[config.mk]
export PLATFORM = sky130hd
export DESIGN_NAME = alu_result_stage
export DESIGN_NICKNAME = d
export VERILOG_FILES = /design/src/rtl/alu_pkg.sv /design/src/rtl/alu_result_sel.sv /design/src/rtl/alu_result_stage.sv
export SDC_FILE = /design/constraint.sdc
export NUM_CORES = 1
export LEC_CHECK = 0
export CORE_AREA = 3 3 83 85
export CTS_BUF_LIST = sky130_fd_sc_hd__clkbuf_4 sky130_fd_sc_hd__clkbuf_8
export DETAILED_ROUTE_END_ITERATION = 6
export DIE_AREA = 0 0 86 88
export GPL_ROUTABILITY_DRIVEN = 0
export PLACE_DENSITY = 0.95
export REMOVE_ABC_BUFFERS = 1
export SLEW_MARGIN = 30
export SYNTH_ARGS = -nofsm -noshare
export SYNTH_HDL_FRONTEND = slang
export SYNTH_SLANG_ARGS = --single-unit
[constraint.sdc]
create_clock -name clk -period 5.3 [get_ports clk]
set_clock_uncertainty 0.2 [all_clocks]
set_input_delay 1.06 -clock clk [delete_from_list [all_inputs] [get_ports clk]]
set_output_delay 1.06 -clock clk [all_outputs]
set_load 0.005 [all_outputs]
[src/rtl/alu_pkg.sv]
// Shared types for the ALU writeback stage: opcode encoding, flag bit positions
// and the packed result/flags entry carried through the skid buffer.
package alu_pkg;

    localparam int ALU_N   = 6;
    localparam int ALU_OPW = 4;

    typedef enum logic [ALU_OPW-1:0] {
        OP_ADD = 4'd0,
        OP_SUB = 4'd1,
        OP_MUL = 4'd2,
        OP_DIV = 4'd3,
        OP_MOD = 4'd4,
        OP_SHL = 4'd5,
        OP_SHR = 4'd6,
        OP_AND = 4'd7,
        OP_OR  = 4'd8,
        OP_XOR = 4'd9,
        OP_MOV = 4'd10
    } opcode_e;

    localparam logic [ALU_OPW-1:0] OP_LAST = 4'd10;

    localparam int FLG_Z   = 3;
    localparam int FLG_NEG = 2;
    localparam int FLG_C   = 1;
    localparam int FLG_ERR = 0;

    typedef struct packed {
        logic [2*ALU_N-1:0] result;
        logic [3:0]         flags;
    } alu_entry_t;

endpackage

[src/rtl/alu_result_sel.sv]
// Opcode result mux with Z/NEG/C/ERR flag generation.
// Latency: combinational. Backpressure: none, pure function of the inputs.
module alu_result_sel
    import alu_pkg::*;
#(
    parameter int N   = ALU_N,
    parameter int OPW = ALU_OPW
) (
    input  logic [OPW-1:0] opcode,
    input  logic           sm_mode,
    input  logic [N-1:0]   opb,
    input  logic [N:0]     sum_raw,
    input  logic [N:0]     sub_raw,
    input  logic [N:0]     div_raw,
    input  logic [N:0]     mod_raw,
    input  logic [N:0]     shl_raw,
    input  logic [N:0]     shr_raw,
    input  logic [N:0]     and_raw,
    input  logic [N:0]     or_raw,
    input  logic [N:0]     xor_raw,
    input  logic [N-1:0]   mov_res,
    input  logic [N-1:0]   sum_sm,
    input  logic [N-1:0]   sub_sm,
    input  logic [N-1:0]   div_sm,
    input  logic [N-1:0]   mod_sm,
    input  logic [2*N-1:0] mult_raw,
    input  logic [2*N-1:0] mult_sm,
    output alu_entry_t     entry
);

    localparam int RW = 2 * N;

    logic [RW-1:0] sel;
    logic          neg;
    logic          carry;
    logic          divByZero;
    logic          illegal;
    logic          err;

    // Bit N of the raw buses is the carry/overflow lane, never part of the value.
    logic unusedRawTop;
    assign unusedRawTop = ^{div_raw[N], mod_raw[N], shr_raw[N], and_raw[N], or_raw[N], xor_raw[N]};

    assign illegal = (opcode > OP_LAST);

    always_comb begin
        sel       = '0;
        neg       = 1'b0;
        carry     = 1'b0;
        divByZero = 1'b0;
        case (opcode)
            OP_ADD: begin
                sel   = sm_mode ? RW'(sum_sm) : RW'(sum_raw[N-1:0]);
                neg   = sm_mode & sel[N-1];
                carry = sum_raw[N];
            end
            OP_SUB: begin
                sel   = sm_mode ? RW'(sub_sm) : RW'(sub_raw[N-1:0]);
                neg   = sm_mode & sel[N-1];
                carry = sub_raw[N];
            end
            OP_MUL: begin
                sel   = sm_mode ? mult_sm : mult_raw;
                neg   = sm_mode & sel[RW-1];
                carry = |mult_raw[RW-1:N];
            end
            OP_DIV: begin
                sel       = sm_mode ? RW'(div_sm) : RW'(div_raw[N-1:0]);
                neg       = sm_mode & sel[N-1];
                divByZero = (opb == '0);
            end
            OP_MOD: begin
                sel       = sm_mode ? RW'(mod_sm) : RW'(mod_raw[N-1:0]);
                neg       = sm_mode & sel[N-1];
                divByZero = (opb == '0);
            end
            OP_SHL: begin
                sel   = RW'(shl_raw[N-1:0]);
                carry = shl_raw[N];
            end
            OP_SHR: sel = RW'(shr_raw[N-1:0]);
            OP_AND: sel = RW'(and_raw[N-1:0]);
            OP_OR:  sel = RW'(or_raw[N-1:0]);
            OP_XOR: sel = RW'(xor_raw[N-1:0]);
            OP_MOV: sel = RW'(mov_res);
            default: ;
        endcase
    end

    assign err = illegal | divByZero;

    // An error entry is canonical: zero result, Z and ERR only.
    always_comb begin
        entry = '0;
        if (err) begin
            entry.flags[FLG_Z]   = 1'b1;
            entry.flags[FLG_ERR] = 1'b1;
        end else begin
            entry.result         = sel;
            entry.flags[FLG_Z]   = (sel == '0);
            entry.flags[FLG_NEG] = neg;
            entry.flags[FLG_C]   = carry;
        end
    end

endmodule

[src/rtl/alu_result_stage.sv]
// ALU writeback stage: result select + flags into a 2-entry skid buffer (optional stats: ALU_STAGE_STATS_EN).
// Latency: 1 cycle from accept to out_valid; throughput 1/cycle while out_ready is high.
// Backpressure: in_ready drops only when both entries are full; decoded from state, no path from out_ready.
module alu_result_stage
    import alu_pkg::*;
#(
    parameter int N   = ALU_N,
    parameter int OPW = ALU_OPW
) (
    input  logic           clk,
    input  logic           rst_n,
    input  logic           in_valid,
    output logic           in_ready,
    input  logic [OPW-1:0] opcode,
    input  logic           sm_mode,
    input  logic [N-1:0]   opb,
    input  logic [N:0]     sum_raw,
    input  logic [N:0]     sub_raw,
    input  logic [N:0]     div_raw,
    input  logic [N:0]     mod_raw,
    input  logic [N:0]     shl_raw,
    input  logic [N:0]     shr_raw,
    input  logic [N:0]     and_raw,
    input  logic [N:0]     or_raw,
    input  logic [N:0]     xor_raw,
    input  logic [N-1:0]   mov_res,
    input  logic [N-1:0]   sum_sm,
    input  logic [N-1:0]   sub_sm,
    input  logic [N-1:0]   div_sm,
    input  logic [N-1:0]   mod_sm,
    input  logic [2*N-1:0] mult_raw,
    input  logic [2*N-1:0] mult_sm,
    output logic           out_valid,
    input  logic           out_ready,
    output logic [2*N-1:0] result,
    output logic [3:0]     flags
`ifdef ALU_STAGE_STATS_EN
    ,
    output logic [15:0]    ops_count,
    output logic [15:0]    err_count
`endif
);

    typedef enum logic [1:0] {
        ST_EMPTY,
        ST_ONE,
        ST_TWO
    } bufState_e;

    bufState_e  state;
    bufState_e  stateNext;
    alu_entry_t selEntry;
    alu_entry_t head;
    alu_entry_t skid;
    logic       loadHead;
    logic       loadSkid;
    logic       skidToHead;

    alu_result_sel #(.N(N), .OPW(OPW)) u_sel (
        .opcode   (opcode),
        .sm_mode  (sm_mode),
        .opb      (opb),
        .sum_raw  (sum_raw),
        .sub_raw  (sub_raw),
        .div_raw  (div_raw),
        .mod_raw  (mod_raw),
        .shl_raw  (shl_raw),
        .shr_raw  (shr_raw),
        .and_raw  (and_raw),
        .or_raw   (or_raw),
        .xor_raw  (xor_raw),
        .mov_res  (mov_res),
        .sum_sm   (sum_sm),
        .sub_sm   (sub_sm),
        .div_sm   (div_sm),
        .mod_sm   (mod_sm),
        .mult_raw (mult_raw),
        .mult_sm  (mult_sm),
        .entry    (selEntry)
    );

    always_ff @(posedge clk or negedge rst_n) begin
        if (!rst_n) begin
            state <= ST_EMPTY;
        end else begin
            state <= stateNext;
        end
    end

    // in_ready is 1 in EMPTY/ONE, so in_valid alone means an accept there.
    always_comb begin
        stateNext  = state;
        loadHead   = 1'b0;
        loadSkid   = 1'b0;
        skidToHead = 1'b0;
        case (state)
            ST_EMPTY: begin
                if (in_valid) begin
                    loadHead  = 1'b1;
                    stateNext = ST_ONE;
                end
            end
            ST_ONE: begin
                if (in_valid && out_ready) begin
                    loadHead = 1'b1;
                end else if (in_valid) begin
                    loadSkid  = 1'b1;
                    stateNext = ST_TWO;
                end else if (out_ready) begin
                    stateNext = ST_EMPTY;
                end
            end
            ST_TWO: begin
                if (out_ready) begin
                    skidToHead = 1'b1;
                    stateNext  = ST_ONE;
                end
            end
            default: stateNext = ST_EMPTY;
        endcase
    end

    always_ff @(posedge clk or negedge rst_n) begin
        if (!rst_n) begin
            head <= '0;
            skid <= '0;
        end else begin
            if (loadHead) begin
                head <= selEntry;
            end else if (skidToHead) begin
                head <= skid;
            end
            if (loadSkid) begin
                skid <= selEntry;
            end
        end
    end

    assign in_ready  = (state != ST_TWO);
    assign out_valid = (state != ST_EMPTY);
    assign result    = head.result;
    assign flags     = head.flags;

`ifdef ALU_STAGE_STATS_EN
    logic accept;
    assign accept = in_valid & in_ready;

    always_ff @(posedge clk or negedge rst_n) begin
        if (!rst_n) begin
            ops_count <= '0;
            err_count <= '0;
        end else if (accept) begin
            if (ops_count != 16'hFFFF) begin
                ops_count <= ops_count + 16'd1;
            end
            if (selEntry.flags[FLG_ERR] && (err_count != 16'hFFFF)) begin
                err_count <= err_count + 16'd1;
            end
        end
    end
`endif

endmodule

# Word level (Yosys, flattened, before mapping)
# Cells that the tools add are included.
[totals] memories=0 romBits=0 ramBits=0 latch_bits=0 register_bits=34 out_inout_bits=18 inputBits=132 word_cells=67
[op_classes] reduce_logical=10 bitwise_logic=6 mul=0 n_mux=28 div_mod_pow=0 n_shift=0 eq_ne=17 n_addsub=0 magnitude_cmp=1
[ops] cell="$pmux 12 s11" n=1
[ops] cell="$mux 16" n=2
[ops] cell="$mux 12" n=2
[ops] cell="$mux 6" n=4
[ops] cell="$eq 4x3->1 const B" n=4
[ops] cell="$eq 4x4->1 const B" n=3
[ops] cell="$logic_not 12->1" n=1
[ops] cell="$mux 2" n=6
[ops] cell="$mux 1" n=9
[ops] cell="$eq 4x2->1 const B" n=2
[ops] cell="$ne 2x2->1 const B" n=4
[ops] cell="$logic_not 6->1" n=1
[ops] cell="$pmux 2 s3" n=1
[ops] cell="$reduce_or 6->1" n=1
[ops] cell="$and 1x1->1" n=5
[ops] cell="$pmux 1 s5" n=1
[ops] cell="$eq 4x1->1 const B" n=1
[ops] cell="$gt 4x4->1 const B" n=1
[ops] cell="$logic_not 4->1" n=1
[ops] cell="$pmux 1 s4" n=1
[ops] cell="$reduce_and 4->1" n=1
[ops] cell="$reduce_bool 2->1" n=2
[ops] cell="$ne 3x3->1 const B" n=1
[ops] cell="$eq 2x1->1 const B" n=1
[ops] cell="other kinds (6)" n=6

# Longest topological paths before layout
[logic_depth] word_depth=6 mapped_depth=8 depth_no_buf=6

# Modules after synthesis
# From an unflattened synthesis, not the netlist that was laid out.
[unflattened] cells_unflattened=333 hier_area_um2=3161.8
[by_module_without_submodules] module="alu_result_stage" cells_per_inst=160 n_inst=1 area_each_um2=1913.1 seq_area_each_um2=850.8
[by_module_without_submodules] module="alu_result_sel" cells_per_inst=173 n_inst=1 area_each_um2=1248.7 seq_area_each_um2=0.0

# Worst setup path before layout
# No wires, ideal clock.
[synth_path] kind="input to register" startpoint="input opcode[3]" endpoint="register skid[3] (netlist bit)" setup_time_ps=124 arrival_ps=2409 slack_ps=2567 cell_stages=8 required_ps=4976 path_buffers=2 cell_sequence="buf_4 > or4b_1 > buf_2 > o22ai_1 > nor3_1 > and3_2 > nand4_1 > o21ai_1"
[synth_between] elab_chain_len=5 word_cells_on_any_way=18 cone_classes="1 x order compare; 10 x eq/ne; 3 x mux; 1 x bitwise; 3 x reduce/logical"
[synth_lines] element="start: declaration" line_no="alu_result_stage.sv:14" text="input logic [OPW-1:0] opcode,"
[synth_lines] element="parallel branches: the longest is 4 deep, another holds $pmux 12 s11"
[synth_lines] element="$mux 1 *" line_no="alu_result_sel.sv:95" text="if (err) begin"
[synth_lines] element="end signal: assignment" line_no="alu_result_stage.sv:134" text="skid <= selEntry;"
[synth_lines] element="end: declaration" line_no="alu_result_stage.sv:54" text="alu_entry_t skid;"
# Mark *: on every way between the ends.
# A chain may end at the register's enable or synchronous reset.

# Final worst setup path
[layout_path] startpoint="input opcode[2]" endpoint="register head, in the netlist flags[3]"
[layout_between] elab_chain_len=6 word_cells_on_any_way=19 cone_classes="1 x order compare; 10 x eq/ne; 4 x mux; 1 x bitwise; 3 x reduce/logical"
[layout_lines] element="parallel branches: the longest is 4 deep, another holds $pmux 12 s11"
[layout_lines] element="$mux 1 *" line_no="alu_result_sel.sv:95"
[layout_lines] element="$mux 16 *" line_no="alu_result_stage.sv:128" text="if (loadHead) begin"
[layout_lines] element="end signal: assignment" line_no="alu_result_stage.sv:129" text="head <= selEntry;"
[layout_lines] element="end signal: assignment" line_no="alu_result_stage.sv:131" text="head <= skid;"
[layout_lines] element="end: declaration" line_no="alu_result_stage.sv:53" text="alu_entry_t head;"
# Marks and branches as above.

==> qor.yml <==
outcome: "complete, no violations"
setup_violations: 0
nFillCells: 489
clk_pin_slew_ns: 0.07
initialDrtViolationCount: 235
antenna_found_initial: 0
ios: 150
drc: 0
ys_types: 60
netlist_instances: 300
grt_usage_pct: 23.2
synth_common_cells: "dfrtp_1 (34), nand2_1 (34), mux2i_1 (27), o21ai_0 (23), nor2_1 (21)"
wire_per_inst_um: 17.0
drtPass1Iterations: 5
synth_top_area_share_pct: 32.0
initial_core_util_pct: 42.4
fin_nets: 564
dpl.hpwl_mm: 7.02
worst_slack_ns: 1.76
stdcell_area_mm2: 0.00416
synth.top_cells.by_area: "dfrtp_1 (32%), mux2i_1 (10%), mux2_2 (5.9%)"
synth-seq-area-share_pct: 32.0
rows: 29
r2r_slack_ns: 3.07
drive_above_1_share_pct: 10.2
cp-end-kind: "register"
clock_path_buffers: 2
routed_wl_mm: 8.69
synthesis.area_mm2: 0.00266
cp_data_required_time_ns: 5.32
die_h_um: 88
synth_flop_cell: "dfrtp_1"
route.vias.total: 2897
place_area_mm2: 0.00407
io_buffers: 143
setup_tns_ns: 0
cts_tree: "built"
ant_nets: 0
slew_headroom_pct: 43.3
combinationalPowerShare_pct: 38.1
area_growth_pct: 56.2
cts_sinks: 34
startpoint_type: "input port"
internal_power_w: 0.000620
cts_hold_buf: 0
coreArea_mm2: 0.00628
worst_ir_drop_vdd_uv: 211
cts_setup_buffers: 0
hold_viol_final: 0
die_area_mm2: 0.00757
synth_edf_count: 0
seqPwrFrac_pct: 38.8
antenna_cells: 0
finalCritPeriodShare_pct: 66.8
hp-class: "register to register"
power.share.clock_pct: 23.1
switchingPower_w: 0.000259
yosysWarnings: 0
grt_setup_unrepaired: "false"
swShare_pct: 29.4
min_period_ns: 3.54
crit_fanout: 21
cp.arrival_ns: 3.56
grt_pass1_vias: 2998
ys_ff_latch: 34
tightest_slew_ns: 0.848
htree_num_levels: 2
cts_buffers: 5
syn_avg_cell_area_um2: 8.88
cts_resized: 0
powerDensity_mw_per_mm2: 211
grt_first_pass_wirelength_mm: 14.0
synthArstFlopShare_pct: 100
yosysTopAreaCell: "dfrtp_1"
die_x_um: 86
clock.fmax_mhz: 283
cap_violations: 0
root_buffer: "clkbuf_8"
grt-ovfl-total: 0
final_max_slew_viol_count: 0
pre_cts_slack_ns: 1.37
clk_latency_ns: 0.29
crit_type: "input port to register"
grt_max_degree: 39
p_leak_nw: 1.72
via_per_inst: 5.68
## logic make-up (layout without fill, tap and decap cells)
logic type / Yosys count / in the layout / share of synthesized area [%]
mux: 42 / 42 / 16.5
simple gates: 107 / 107 / 22.7
compound gates: 88 / 88 / 22.5
buf+inv: 29 / 162 / 6.39
flops: 34 / 34 / 32.0
## registers in the layout, summed over array words and instances (netlist names)
name,flops
flags,4
skid,16
result,12
state,2
## power by group through the flow
stage          sequential [W]  clock (W)  combinational, W
2_1_floorplan        0.000340          0          0.000131
3_3_place_gp         0.000341          0          0.000326
3_5_place_dp         0.000345          0          0.000335
4_1_cts              0.000341   0.000204          0.000337
5_1_grt              0.000347   0.000214          0.000366
6_report             0.000341   0.000203          0.000334
## routing by layer
layer,up-vias,track usage (%),wire length [µm]
met5,-,0,0
met4,0,8.35,156
met3,13,3.67,583
met2,143,41.9,4600
met1,1355,27.7,3350
li1,1386,-,-
## cell type report
type	instances	area [µm²]	share of cell area, %
multi-input cells	237	1640	39.5
repair buffers	146	1450	34.8
flip-flops and latches	34	851	20.5
well taps	77	96.3	2.32
clock buffers	7	90.1	2.17
inverters	8	30.0	0.722
clock inverters	1	5.00	0.120
## metrics by stage
stage | cells | utilization (%) | total power [W] | hold slack (ns)
finish | 510 | 66.3 | 0.000879 | 0.283
global route | 510 | 66.3 | 0.000928 | 0.320
CTS | 510 | 66.3 | 0.000882 | 0.286
detailed placement | 502 | 64.8 | 0.000681 | 0.271
global placement | 502 | 64.8 | 0.000667 | 0.260
floorplan | 279 | - | 0.000471 | 0.249
## worst max-delay path, stage by stage
cell and delay [ns]:
clkdlybuf4s50_1 0.95, or4b_1 0.39, o22ai_1 0.13, a221o_1 0.33
nor4_2 0.33, nand4_1 0.20, o21ai_1 0.16
## path summary, 6_finish.rpt
kind / startpoint / end / cells past startpoint
min reg2reg: skid[11]$_DFFE_PN0P_ / skid[11]$_DFFE_PN0P_ / 2
min: skid[11]$_DFFE_PN0P_ / skid[11]$_DFFE_PN0P_ / 2
min in group asynchronous: rst_n / result[8]$_DFFE_PN0P_ / 2
max in group asynchronous: rst_n / result[0]$_DFFE_PN0P_ / 2
max: opcode[2] / flags[3]$_DFFE_PN0P_ / 7
max reg2reg: state[0]$_DFFE_PN0P_ / flags[2]$_DFFE_PN0P_ / 7
## layout by cell type, fill, tap and decap left out, drive strengths merged, types with 2 or more instances in the layout
cell / n
nand4: 4
a221o: 3
a22oi: 10
a21oi: 14
mux2: 15
o21ai: 28
or4: 3
nand3: 4
mux2i: 27
inv: 8
or4b: 3
o22ai: 10
and3: 4
or2: 3
buf: 5
a222oi: 2
o2bb2ai: 5
nor4: 2
a32oi: 3
a31oi: 3
nand2b: 5
nor4bb: 2
and2: 2
a211oi: 2
nor2b: 3
clkbuf: 7
nor3: 6
nand2: 34
o32ai: 2
clkdlybuf4s50: 141
dfrtp: 34
nor2: 21
nor3b: 3
Note: power is estimated with default switching activity, not from simulation.
